`config.mk`:
```
export PLATFORM = sky130hd
export DESIGN_NAME = seq_alu_flat
export DESIGN_NICKNAME = d
export VERILOG_FILES = /design/src/rtl/alu_pkg.sv /design/src/rtl/seq_alu_if.sv /design/src/rtl/seq_muldiv.sv /design/src/rtl/seq_alu.sv /design/src/flat_wrapper.sv
export SDC_FILE = /design/constraint.sdc
export NUM_CORES = 1
export LEC_CHECK = 0
export BUFFER_PORTS_ARGS = -buffer_cell sky130_fd_sc_hd__buf_4
export CAP_MARGIN = 20
export CORE_MARGIN = 2
export CORE_UTILIZATION = 45
export DETAILED_ROUTE_END_ITERATION = 6
export HOLD_SLACK_MARGIN = 0.08
export PLACE_DENSITY_LB_ADDON = 0.3
export REMOVE_ABC_BUFFERS = 1
export SETUP_SLACK_MARGIN = 0.15
export SYNTH_ARGS = -nofsm -noshare
export SYNTH_HDL_FRONTEND = slang
export SYNTH_HIERARCHICAL = 1
export SYNTH_SLANG_ARGS = --single-unit
```
`constraint.sdc`:
```
create_clock -name clk -period 4.1 [get_ports clk]
set_input_delay 0.615 -clock clk [delete_from_list [all_inputs] [get_ports clk]]
set_output_delay 0.615 -clock clk [all_outputs]
set_load 0.1 [all_outputs]
```
`src/rtl/alu_pkg.sv`:
```
// Shared op codes, FSM states and default sizing for the sequential ALU.
package alu_pkg;
  localparam int OP_W      = 4;
  localparam int DEF_WIDTH = 32;

  typedef enum logic [OP_W-1:0] {
    OP_ADD  = 4'b0000,
    OP_SUB  = 4'b0001,
    OP_AND  = 4'b0010,
    OP_OR   = 4'b0011,
    OP_XOR  = 4'b0100,
    OP_SLL  = 4'b0101,
    OP_SRL  = 4'b0110,
    OP_SRA  = 4'b0111,
    OP_SLT  = 4'b1000,
    OP_SLTU = 4'b1001,
    OP_MULU = 4'b1010,
    OP_DIVU = 4'b1011
  } op_e;

  typedef enum logic [1:0] {IDLE, BUSY, DONE} state_e;
endpackage

```
`src/rtl/seq_alu_if.sv`:
```
// Request/response handshake bundle between the EX stage and the ALU.
interface seq_alu_if import alu_pkg::*; #(
  parameter int WIDTH = DEF_WIDTH,
  parameter int SHW   = $clog2(WIDTH)
);
  logic             in_valid;
  logic             in_ready;
  logic [OP_W-1:0]  op;
  logic [WIDTH-1:0] A;
  logic [WIDTH-1:0] B;
  logic [SHW-1:0]   shamt;
  logic             out_valid;
  logic             out_ready;
  logic [WIDTH-1:0] result;
  logic [WIDTH-1:0] hi;
  logic             zero;
  logic             overflow;
  logic             div_by_zero;

  modport master (
    output in_valid, op, A, B, shamt, out_ready,
    input  in_ready, out_valid, result, hi, zero, overflow, div_by_zero
  );

  modport slave (
    input  in_valid, op, A, B, shamt, out_ready,
    output in_ready, out_valid, result, hi, zero, overflow, div_by_zero
  );
endinterface

```
`src/rtl/seq_muldiv.sv`:
```
// Iterative unsigned multiply (shift-add) / divide (restoring), one bit per cycle.
module seq_muldiv #(
  parameter int WIDTH = 32
) (
  input  logic             clk,
  input  logic             rst_n,
  input  logic             start,
  input  logic             is_div,
  input  logic [WIDTH-1:0] a,
  input  logic [WIDTH-1:0] b,
  output logic             done,
  output logic [WIDTH-1:0] lo,
  output logic [WIDTH-1:0] hi
);
  localparam int CW = $clog2(WIDTH) + 1;

  logic [CW-1:0]    cnt;
  logic             div_r;
  logic [WIDTH-1:0] b_r;
  logic [WIDTH-1:0] lo_r;
  logic [WIDTH-1:0] hi_r;
  logic [WIDTH:0]   sum;
  logic [WIDTH:0]   rem_sh;
  logic [WIDTH:0]   diff;

  // hi_r doubles as the multiply accumulator and the divide remainder; lo_r as
  // the multiplier and the quotient being shifted in.
  always_comb begin
    sum    = {1'b0, hi_r} + {1'b0, b_r};
    rem_sh = {hi_r, lo_r[WIDTH-1]};
    diff   = rem_sh - {1'b0, b_r};
  end

  always_ff @(posedge clk) begin
    if (!rst_n) begin
      cnt   <= '0;
      div_r <= 1'b0;
      b_r   <= '0;
      lo_r  <= '0;
      hi_r  <= '0;
    end else if (start) begin
      cnt   <= CW'(WIDTH);
      div_r <= is_div;
      b_r   <= b;
      lo_r  <= a;
      hi_r  <= '0;
    end else if (cnt != '0) begin
      cnt <= cnt - 1'b1;
      if (div_r) begin
        if (!diff[WIDTH]) begin
          hi_r <= diff[WIDTH-1:0];
          lo_r <= {lo_r[WIDTH-2:0], 1'b1};
        end else begin
          hi_r <= rem_sh[WIDTH-1:0];
          lo_r <= {lo_r[WIDTH-2:0], 1'b0};
        end
      end else if (lo_r[0]) begin
        {hi_r, lo_r} <= {sum, lo_r[WIDTH-1:1]};
      end else begin
        {hi_r, lo_r} <= {1'b0, hi_r, lo_r[WIDTH-1:1]};
      end
    end
  end

  assign done = (cnt == CW'(1));
  assign lo   = lo_r;
  assign hi   = hi_r;
endmodule

```
`src/rtl/seq_alu.sv`:
```
// Handshaked EX-stage ALU: single-cycle ops plus iterative MULU/DIVU.
//   state | meaning
//   IDLE  | ready for an op; operands latched on in_valid
//   BUSY  | muldiv engine iterating, one bit per cycle
//   DONE  | result presented, held until out_ready
module seq_alu import alu_pkg::*; #(
  parameter int WIDTH = DEF_WIDTH,
  parameter int SHW   = $clog2(WIDTH)
) (
  input  logic   clk,
  input  logic   rst_n,
  seq_alu_if.slave bus
);
  state_e           state, state_nxt;
  op_e              op_in;
  logic [SHW-1:0]   sh;
  logic             accept, is_md, md_start, md_done;
  logic [WIDTH-1:0] md_lo, md_hi;
  logic [WIDTH-1:0] sc_result, sc_hi;
  logic             sc_ovf, sc_dbz;
  logic [WIDTH-1:0] result_r, hi_r, res;
  logic             ovf_r, dbz_r, sel_md_r;

  assign op_in = op_e'(bus.op);
  assign sh    = bus.shamt;
  assign is_md = (op_in == OP_MULU) || ((op_in == OP_DIVU) && (bus.B != '0));

  always_ff @(posedge clk) begin
    if (!rst_n) state <= IDLE;
    else        state <= state_nxt;
  end

  always_comb begin
    state_nxt = state;
    case (state)
      IDLE: if (bus.in_valid) state_nxt = is_md ? BUSY : DONE;
      BUSY: if (md_done)      state_nxt = DONE;
      DONE: if (bus.out_ready) state_nxt = IDLE;
      default: state_nxt = IDLE;
    endcase
  end

  always_comb begin
    bus.in_ready  = (state == IDLE);
    bus.out_valid = (state == DONE);
    accept        = (state == IDLE) && bus.in_valid;
    md_start      = accept && is_md;
  end

  always_comb begin
    sc_result = bus.A;
    sc_hi     = '0;
    sc_ovf    = 1'b0;
    sc_dbz    = 1'b0;
    case (op_in)
      OP_ADD: begin
        sc_result = bus.A + bus.B;
        sc_ovf = (bus.A[WIDTH-1] == bus.B[WIDTH-1]) && (sc_result[WIDTH-1] != bus.A[WIDTH-1]);
      end
      OP_SUB: begin
        sc_result = bus.A - bus.B;
        sc_ovf = (bus.A[WIDTH-1] != bus.B[WIDTH-1]) && (sc_result[WIDTH-1] != bus.A[WIDTH-1]);
      end
      OP_AND:  sc_result = bus.A & bus.B;
      OP_OR:   sc_result = bus.A | bus.B;
      OP_XOR:  sc_result = bus.A ^ bus.B;
      OP_SLL:  sc_result = bus.A << sh;
      OP_SRL:  sc_result = bus.A >> sh;
      OP_SRA:  sc_result = $signed(bus.A) >>> sh;
      OP_SLT:  sc_result = {{(WIDTH-1){1'b0}}, $signed(bus.A) < $signed(bus.B)};
      OP_SLTU: sc_result = {{(WIDTH-1){1'b0}}, bus.A < bus.B};
      OP_DIVU: begin
        // Only reaches here as a result when B is zero; otherwise the engine owns it.
        sc_result = '1;
        sc_hi     = bus.A;
        sc_dbz    = (bus.B == '0);
      end
      default: sc_result = bus.A;
    endcase
  end

  always_ff @(posedge clk) begin
    if (!rst_n) begin
      result_r <= '0;
      hi_r     <= '0;
      ovf_r    <= 1'b0;
      dbz_r    <= 1'b0;
      sel_md_r <= 1'b0;
    end else if (accept) begin
      result_r <= sc_result;
      hi_r     <= sc_hi;
      ovf_r    <= sc_ovf;
      dbz_r    <= sc_dbz;
      sel_md_r <= is_md;
    end
  end

  seq_muldiv #(.WIDTH(WIDTH)) u_muldiv (
    .clk    (clk),
    .rst_n  (rst_n),
    .start  (md_start),
    .is_div (op_in == OP_DIVU),
    .a      (bus.A),
    .b      (bus.B),
    .done   (md_done),
    .lo     (md_lo),
    .hi     (md_hi)
  );

  // zero is qualified by DONE so the reset state reports all flags low.
  assign res             = sel_md_r ? md_lo : result_r;
  assign bus.result      = res;
  assign bus.hi          = sel_md_r ? md_hi : hi_r;
  assign bus.zero        = (state == DONE) && (res == '0);
  assign bus.overflow    = ovf_r;
  assign bus.div_by_zero = dbz_r;
endmodule

```
`src/flat_wrapper.sv`:
```
// flat-port wrapper written by rule: the top's interface ports become plain ports
module seq_alu_flat import alu_pkg::*;
#(
  parameter int WIDTH = DEF_WIDTH,
  parameter int SHW   = $clog2(WIDTH)
)
  (clk, rst_n, bus_in_valid, bus_op, bus_A, bus_B, bus_shamt, bus_out_ready, bus_in_ready, bus_out_valid, bus_result, bus_hi, bus_zero, bus_overflow, bus_div_by_zero);
  seq_alu_if #(.WIDTH(WIDTH), .SHW(SHW)) bus_i ();
  input  logic clk;
  input  logic rst_n;
  input wire logic [$bits(bus_i.in_valid)-1:0] bus_in_valid;
  input wire logic [$bits(bus_i.op)-1:0] bus_op;
  input wire logic [$bits(bus_i.A)-1:0] bus_A;
  input wire logic [$bits(bus_i.B)-1:0] bus_B;
  input wire logic [$bits(bus_i.shamt)-1:0] bus_shamt;
  input wire logic [$bits(bus_i.out_ready)-1:0] bus_out_ready;
  output wire logic [$bits(bus_i.in_ready)-1:0] bus_in_ready;
  output wire logic [$bits(bus_i.out_valid)-1:0] bus_out_valid;
  output wire logic [$bits(bus_i.result)-1:0] bus_result;
  output wire logic [$bits(bus_i.hi)-1:0] bus_hi;
  output wire logic [$bits(bus_i.zero)-1:0] bus_zero;
  output wire logic [$bits(bus_i.overflow)-1:0] bus_overflow;
  output wire logic [$bits(bus_i.div_by_zero)-1:0] bus_div_by_zero;
  assign bus_i.in_valid = bus_in_valid;
  assign bus_i.op = bus_op;
  assign bus_i.A = bus_A;
  assign bus_i.B = bus_B;
  assign bus_i.shamt = bus_shamt;
  assign bus_i.out_ready = bus_out_ready;
  assign bus_in_ready = bus_i.in_ready;
  assign bus_out_valid = bus_i.out_valid;
  assign bus_result = bus_i.result;
  assign bus_hi = bus_i.hi;
  assign bus_zero = bus_i.zero;
  assign bus_overflow = bus_i.overflow;
  assign bus_div_by_zero = bus_i.div_by_zero;
  seq_alu #(.WIDTH(WIDTH), .SHW(SHW)) u_core (.clk(clk), .rst_n(rst_n), .bus(bus_i));
endmodule
```
; After elaboration in Yosys (flattened, before gate mapping)
; Index checks and enable logic that the tools add are counted.
[totals]
output_inout_bits = 69
input_bits = 77
word_cells = 84
ff_bits = 172
[classes]
bitwise = 4
reduce_logical = 16
n_eq_ne = 21
addsub = 5
shift = 3
magnitude_cmp = 2
muxes = 21
[ops]
columns = operator, count
row1 = $pmux W32 S11, 1
row2 = $mux W32, 10
row3 = $logic_not A32 Y1, 2
row4 = $lt A32 B32 Y1, 2
row5 = $add A32 B32 Y33, 1
row6 = $sub A33 B32 Y33, 1
row7 = $add A32 B32 Y32, 1
row8 = $and A32 B32 Y32, 1
row9 = $or A32 B32 Y32, 1
row10 = $reduce_bool A32 Y1, 1
row11 = $shl A32 B5 Y32, 1
row12 = $shr A32 B5 Y32, 1
row13 = $sshr A32 B5 Y32, 1
row14 = $sub A32 B32 Y32, 1
row15 = $xor A32 B32 Y32, 1
row16 = $eq A4 B3 Y1 const B, 4
row17 = $eq A4 B4 Y1 const B, 4
row18 = $mux W6, 2
row19 = $eq A4 B2 Y1 const B, 2
row20 = $mux W2, 4
row21 = $eq A6 B1 Y1 const B, 1
row22 = $logic_and A1 B1 Y1, 6
row23 = $pmux W2 S3, 1
row24 = $reduce_bool A6 Y1, 1
row25 = other kinds (17), 21

; Depth between registers and ports, before layout
; Gate-level depths: netlist of run 1.
[logic_depth]
ltp_word = 6
depth_mapped = 14

; Cells and area by module
; Netlist of run 1, hierarchy kept.
[by_module_without_submodules]
columns = mod, cells_per_inst, seq_area_each_um2, area_per_inst_um2, n_inst
row1 = seq_alu, 1767, 1381.3, 13165.1, 1
row2 = seq_muldiv, 1117, 2062.0, 8745.9, 1

; Least setup slack after synthesis of run 1
; OpenSTA, ideal clock, no wires.
[synth_path]
path_kind = reg-to-output
startpoint = reg u_core.sel_md_r
endpoint = out bus_zero
path_buffers = 2
setup_slack_ns = -0.614
stages_incl_launch_ff = 7
arrival_ns = 4.099
cell_sequence = dfxtp_1 -> clkbuf_1 -> clkbuf_1 -> mux2_2 -> nor4_1 -> nand4_1 -> nor3_1
[synth_between]
elab_chain_len = 3
[synth_rtl]
columns = item, line
row1 = "start, declared", seq_alu.sv:22  ; logic ovf_r, dbz_r, sel_md_r;
row2 = "start signal, assigned", seq_alu.sv:94  ; sel_md_r <= is_md;
row3 = $mux W32, seq_alu.sv:111  ; assign res = sel_md_r ? md_lo : result_r;
row4 = net bus_result[21], flat_wrapper.sv:19  ; output wire logic [$bits(bus_i.result)-1:0] bus_result;
row5 = $logic_not A32 Y1, seq_alu.sv:114  ; assign bus.zero = (state == DONE) && (res == '0);
row6 = $logic_and A1 B1 Y1, seq_alu.sv:114
row7 = "end, declared", flat_wrapper.sv:21  ; output wire logic [$bits(bus_i.zero)-1:0] bus_zero;
; The timed path passes the listed nets, and every way through them passes these cells.

; Final worst setup path of run 1
[layout_path]
startpoint = reg u_core.sel_md_r
endpoint = out bus_zero
[layout_between]
elab_chain_len = 3
[layout_rtl]
columns = item, line
row1 = $mux W32, seq_alu.sv:111
row2 = $logic_not A32 Y1, seq_alu.sv:114
row3 = $logic_and A1 B1 Y1, seq_alu.sv:114
; Every way passes these cells.

==> summary.md, run 1 <==
| Metric | Value |
|---|---|
| Die area | around 0.050 sq mm |
| Post-synthesis cell type count | 100 |
| Max-Cap Viols | 0 |
| Area of the core | roughly 0.048 sq mm |
| Nets | 3217 |
| Max-slew violation count | 0 |
| Total GRT Usage | 0.417 |
| Num rows | 80 |
| Share of layout cells above drive strength 1 | 0.170 |
| Primary FF master, synth | dfxtp_1 |
| Initial DRC count | 3387 |
| Gpl congestion | 1.05 |
| Port Buf Inserts | 145 |
| Synth warnings | 6 |
| Remaining DRCs | 0 |
| Hold-fix buffers at CTS | 0 |
| Peak VDD IR | about 930 uV |
| Maximum root-to-sink buffer count | 2 |
| Pleak | 10.0 nW |
| Hold WC Path Type | primary input to flip-flop |
| Synthesized area | 0.0219 sq mm |
| Largest net degree at the start of global routing | 88 |
| Initial core utilization | 0.457 |
| Synth async-reset ratio | 0 |
| First-pass GRT wire length | 156000 um |
| Crit-path max FO | 12 |
| Seq cells post-synth | 172 |
| Syn-to-layout area delta | 12.2% |
| GRT overflow | 0 |
| Fmax | 250 MHz |
| Worst-Margin Slew | 0.949 ns |
| TritonCTS clock tree | yes |
| Post-layout util | 0.513 |
| Remaining antenna violation count | 0 |
| Final hold slack | 0.408 ns |
| Fillers | 4767 |
| Number of H-tree levels | 4 |
| CTS buffer count | 17 |
| Startpoint types | flip-flop |
| Pwr Density | 479 mW/mm^2 |
| Clk sinks | 172 |
| DRT Wirelength | 108000 um |
| Io pins | about 150 |
| Clock Skew | 0.0171 ns |
| CP arrival | roughly 3.4 ns |
| CP required | 3.48 ns |
| Area fraction of the dominant cell type after synthesis | 0.157 |
| Post-synth top area cell | dfxtp_1 |
| Number of flops mapped to enable cells by yosys | 0 |
| Die width | approximately 220 um |
| CTS clk-pin slew, worst paths | 0.08 ns |
| Status | finished clean |
| Endpoints failing setup | 0 |
| DRT Pass-1 Iters | 6 |
| RSZ-0062 raised after global routing | no |
| Routed vias/inst | around 6.9 |
| Sequential area share after synthesis | 0.157 |
| CTS root buf | clkbuf_16 |
| Worst-Skew Late Latency | between 0.5 and 0.6 ns |
| Mapped Cells | slightly below 3k |
| Initial antenna violation count | 4 |
| Vias in the first global route | 23.0k |
| Slew headroom | 0.362 |
| Routed via count | 24.9k |
| Top post-synthesis cells by area | dfxtp_1, ha_1, mux4_2 |
| Min Tclk post-route | 3.99 ns |
| Final Hold Viols | 0 |
| Die Ht | 225 um |
| Detailed placer's ending HPWL | 82700 um |
| Worst setup EP type | primary output |
| Wire length per cell | 29.9 um |
| Avg Inst Size Synth | 7.60 sq um |
| WS Path Type | flip-flop to primary output |
| Final cycle utilization of the critical path | 0.974 |
-- cell usage in the layout (no fill, tap or decap), drive strengths merged, types with 41 or more instances in the layout --
cell    netlist  layout
a211oi       81      81
a21o         42      42
a21oi       249     249
a22oi        47      47
buf          56     299
dfxtp       172     172
ha          169     169
inv         156     162
mux2         81      81
mux2i       123     123
mux4         62      62
nand2       219     219
nand3        60      60
nor2        279     279
nor2b        78      78
nor3         60      60
o211ai       66      66
o21ai       163     163
xnor2        41      41
-- worst paths after layout --
kind	startpoint	end	slack [ns]	cells after the start
max	u_core/sel_md_r	bus_zero	0.11	6
min	bus_B[9]	u_core/u_muldiv/b_r[9]	0.41	3
max reg2reg	u_core/u_muldiv/hi[0]	u_core/u_muldiv/hi[18]	0.45	13
min reg2reg	u_core/result_r[1]	u_core/result_r[1]	0.46	2
-- logic make-up after synthesis --
group                      share of synthesized area
xor gates and xnor gates                      0.0264
DFF                                            0.157
muxes                                          0.163
AOI/OAI and AO/OA                              0.290
buffers and inverters                         0.0729
adders and majority gates                      0.100
and+or+nand+nor                                0.190
-- what timing repair did --
action,4_1_cts,5_1_grt
setup buffers,0,0
resized for setup,0,2
endpoints found under the setup margin,0,2
-- cell usage after synthesis, types with 59 or more instances --
library cell and number:
nor2_1 279, o211ai_1 64, clkbuf_1 179, o21ai_0 153, nand2_1 219, mux2i_1 123, dfxtp_1 172, a211oi_1 80
mux2_2 81, nor2b_1 78, nand3_1 60, ha_1 169, nor3_1 59, a21oi_1 247, inv_1 154
-- layout make-up --
class                   count  area (sq um)  area share
flip-flops and latches    172          3450       0.140
clock inverters            12           126     0.00514
repair buffers            299          2320      0.0943
well taps                 615           769      0.0313
multi-input cells        2321         16900       0.688
clock buffers              19           433      0.0176
diodes                      1          2.50    0.000102
inverters                 156           586      0.0238
-- worst max-delay path, stage by stage (launching register included) --
cell     delay, ns
dfxtp_2       0.47
buf_4         0.27
mux2_2        0.39
nor4_1        0.83
nand4_1       0.17
nor3_1        0.38
buf_4         0.38
-- sequential cells by signal (all words and copies together) (netlist names) --
| register | flops |
|---|---|
| u_core/bus.div_by_zero | 1 |
| u_core/bus.overflow | 1 |
| u_core/hi_r | 32 |
| u_core/result_r | 32 |
| u_core/sel_md_r | 1 |
| u_core/state | 2 |
| u_core/u_muldiv/b_r | 32 |
| u_core/u_muldiv/cnt | 6 |
| u_core/u_muldiv/div_r | 1 |
| u_core/u_muldiv/hi | 32 |
| u_core/u_muldiv/lo | 32 |
-- per-stage QoR --
step | cell area (sq um) | TNS [ns] | setup slack (ns) | total power, mW | instances
3_3_place_gp | 24000 | 0 | 0.379 | 9.69 | 3563
6_report | 24600 | 0 | 0.105 | 11.8 | 3595
4_1_cts | 24600 | 0 | 0.182 | 11.6 | 3594
5_1_grt | 24600 | 0 | 0.169 | 12.5 | 3594
2_1_floorplan | 20900 | -111.14 | -1.91 | 7.39 | 2649
3_5_place_dp | 24000 | 0 | 0.201 | 9.84 | 3563
-- routing by layer --
metal / part of all wire / global-route usage / wire, um
met1: 0.41 / 0.559 / 44500
met2: 0.42 / 0.616 / 44800
met3: 0.11 / 0.0985 / 11700
met4: 0.061 / 0.227 / 6590
met5: 0.00021 / 0 / 23
-- report_power, final --
group | internal, mW | switching (mW)
combinational | 2.80 | 4.86
clock | 0.850 | 0.852
sequential | 1.98 | 0.448
total | 5.63 | 6.16
No activity file was read; power rests on OpenSTA's default activity.
==> run 2, diff against run 1 <==
--- a/config.mk
+++ b/config.mk
@@ -7,6 +7,8 @@
 export LEC_CHECK = 0
 export BUFFER_PORTS_ARGS = -buffer_cell sky130_fd_sc_hd__buf_4
 export CAP_MARGIN = 20
+export CELL_PAD_IN_SITES_DETAIL_PLACEMENT = 1
+export CELL_PAD_IN_SITES_GLOBAL_PLACEMENT = 1
 export CORE_MARGIN = 2
 export CORE_UTILIZATION = 45
 export DETAILED_ROUTE_END_ITERATION = 6
==> summary.md, run 2 (synthesis results as in run 1) <==
| Metric | Value |
|---|---|
| DRT Pass-1 Iters | 5 (was 6) |
| TritonCTS clock tree | yes (unchanged) |
| Max-slew violation count | 0 (unchanged) |
| Port Buf Inserts | 145 (unchanged) |
| Num rows | 80 (unchanged) |
| Pwr Total | 12.0 mW (was 11.8 mW) |
| Sequential Power Share | 0.200 (was 0.206) |
| Startpoint types | flip-flop (unchanged) |
| Number of H-tree levels | 4 (unchanged) |
| Clock Skew | 0.0178 ns (was 0.0171 ns) |
| Die Ht | 225 um (unchanged) |
| Peak VDD IR | 1060 uV (was 926 uV) |
| Fin area | 0.0247 sq mm (was 0.0246 sq mm) |
| Remaining antenna violation count | 0 (unchanged) |
| Crit-path max FO | 14 (was 12) |
| Share of power burned in the clock network | 0.141 (was 0.144) |
| WS Path Type | flip-flop to primary output (unchanged) |
| GRT overflow | 0 (unchanged) |
| Reg2reg setup slack | 0.43 ns (was 0.45 ns) |
| Syn-to-layout area delta | 12.5% (was 12.2%) |
| Maximum root-to-sink buffer count | 2 (unchanged) |
| Internal | 5.60 mW (was 5.63 mW) |
| Initial core utilization | 0.457 (unchanged) |
| Endpoints failing setup | 0 (unchanged) |
| DRT Wirelength | 112000 um (was 108000 um) |
| Clk sinks | 172 (unchanged) |
| Final cycle utilization of the critical path | 0.938 (was 0.974) |
| Initial antenna violation count | 5 (was 4) |
| Worst-Skew Late Latency | 0.50 ns (was 0.51 ns) |
| Die width | 225 um (unchanged) |
| Final Hold Viols | 0 (unchanged) |
| Comb power frac | 0.658 (was 0.650) |
| Remaining DRCs | 0 (unchanged) |
| CTS clk-pin slew, worst paths | 0.08 ns (about the same) |
| Worst-Margin Slew | 1.12 ns (was 0.949 ns) |
| Share of layout cells above drive strength 1 | 0.172 (was 0.170) |
| CP required | 3.48 ns (about the same) |
| DP Area | 0.0240 sq mm (about the same) |
| CTS root buf | clkbuf_16 (unchanged) |
| Commonest non-fill, non-tap cells in the layout | buf_4, nor2_1, a21oi_1 (unchanged) |
| Detailed placer's ending HPWL | 87400 um (was 82700 um) |
| Io pins | 146 (unchanged) |
| Max-Cap Viols | 0 (unchanged) |
| Gpl congestion | 1.05 (about the same) |
| Most common cell after layout, fill and taps aside | buf_4 (unchanged) |
| Status | finished clean (unchanged) |
| Hold WC Path Type | primary input to flip-flop (unchanged) |
| Pleak | 10.0 nW (about the same) |
| Largest net degree at the start of global routing | 63 (was 88) |
| RSZ-0062 raised after global routing | no (unchanged) |
| Pwr Density | 488 mW/mm^2 (was 479 mW/mm^2) |
| Vias in the first global route | 24.7k (was 23.0k) |
| Die area | 0.0505 sq mm (unchanged) |
| CP arrival | 3.23 ns (was 3.38 ns) |
| Net Sw Frac | 0.535 (was 0.522) |
| Nets | 3220 (was 3217) |
| CTS buffer count | 17 (unchanged) |
| Routed vias/inst | 7.00 (was 6.92) |
| Slew headroom | 0.243 (was 0.362) |
| Total GRT Usage | 0.437 (was 0.417) |
| Min Tclk post-route | 3.84 ns (was 3.99 ns) |
| Fmax | 260 MHz (was 250 MHz) |
| Area of the core | 0.0479 sq mm (unchanged) |
| Routed via count | 25.2k (was 24.9k) |
| Wire length per cell | 31.3 um (was 29.9 um) |
| First-pass GRT wire length | 165000 um (was 156000 um) |
| Initial DRC count | 3009 (was 3387) |
| Worst setup EP type | primary output (unchanged) |
| Sw power | 6.43 mW (was 6.16 mW) |
==> run 2: cell types whose count changed in the layout (fill, tap and decap cells not counted) <==
cell,before,now
dfxtp_4,1,2
bufinv_16,1,0
dfxtp_2,1,0
clkbuf_8,0,1
nor3_2,1,2
buf_4,293,295
nor4_2,3,2
clkbuf_1,2,0
nor4_1,29,30
buf_12,6,7
clkinv_8,0,3
nor3_1,59,58
inv_8,2,3
inv_6,5,4
==> run 2: worst paths after layout <==
kind / end / from / cells after the start
setup / recovery: bus_zero / u_core/sel_md_r / 6
hold / removal: u_core/u_muldiv/b_r[8] / bus_B[8] / 3
setup reg to reg: u_core/u_muldiv/hi[18] / u_core/u_muldiv/lo[31] / 14
hold reg to reg: u_core/result_r[5] / u_core/result_r[5] / 2
==> run 2: metrics by stage <==
stage                     utilization  setup WS (ns)  setup TNS, ns  hold slack, ns  cells
final                           0.514          0.256              0           0.438   3599
after global routing            0.514          0.187              0           0.449   3598
after CTS                       0.513          0.297              0           0.416   3594
after detailed placement        0.501          0.264              0           0.451   3562
after global placement          0.501          0.331              0           0.439   3562
after floorplan                     -          -1.91        -111.14           0.429   2649
==> run 2: timing repair <==
item | CTS | global route
setup buffers | 0 | 4
endpoints found under the setup margin | 1 | 2
hold buffers | 0 | 0
resized for setup | 1 | 2
==> run 2: power by group through the flow <==
stage	Sequential, mW	Combinational [mW]	Clock [mW]
after floorplan	2.29	5.10	0
after global placement	2.42	7.29	0
after detailed placement	2.44	7.60	0
after CTS	2.40	7.67	1.72
after global routing	2.45	8.50	1.78
final	2.41	7.93	1.70
==> run 2: layer usage <==
| metal | vias to the layer above | global-route usage | wire length (um) |
|---|---|---|---|
| li1 | 10888 | - | - |
| met1 | 12532 | 0.581 | 46300 |
| met2 | 1487 | 0.673 | 49100 |
| met3 | 291 | 0.0967 | 11400 |
| met4 | 2 | 0.205 | 5580 |
| met5 | - | 0 | 13 |
==> run 2: critical path, cell delays in order, from the launching register on <==
cell,delay [ns]
dfxtp_4,0.53
mux2_2,0.43
nor4_1,0.35
buf_4,0.25
nand4_1,0.50
nor3_2,0.33
buf_4,0.32
==> run 2: layout make-up <==
class	count	area [sq um]
antenna	1	2.50
sequential	172	3450
clock buffer	18	439
fill	5953	23300
inverter	156	586
timing repair buffer	302	2350
multi-input combinational	2321	16900
clock inverter	14	148
tap	615	769
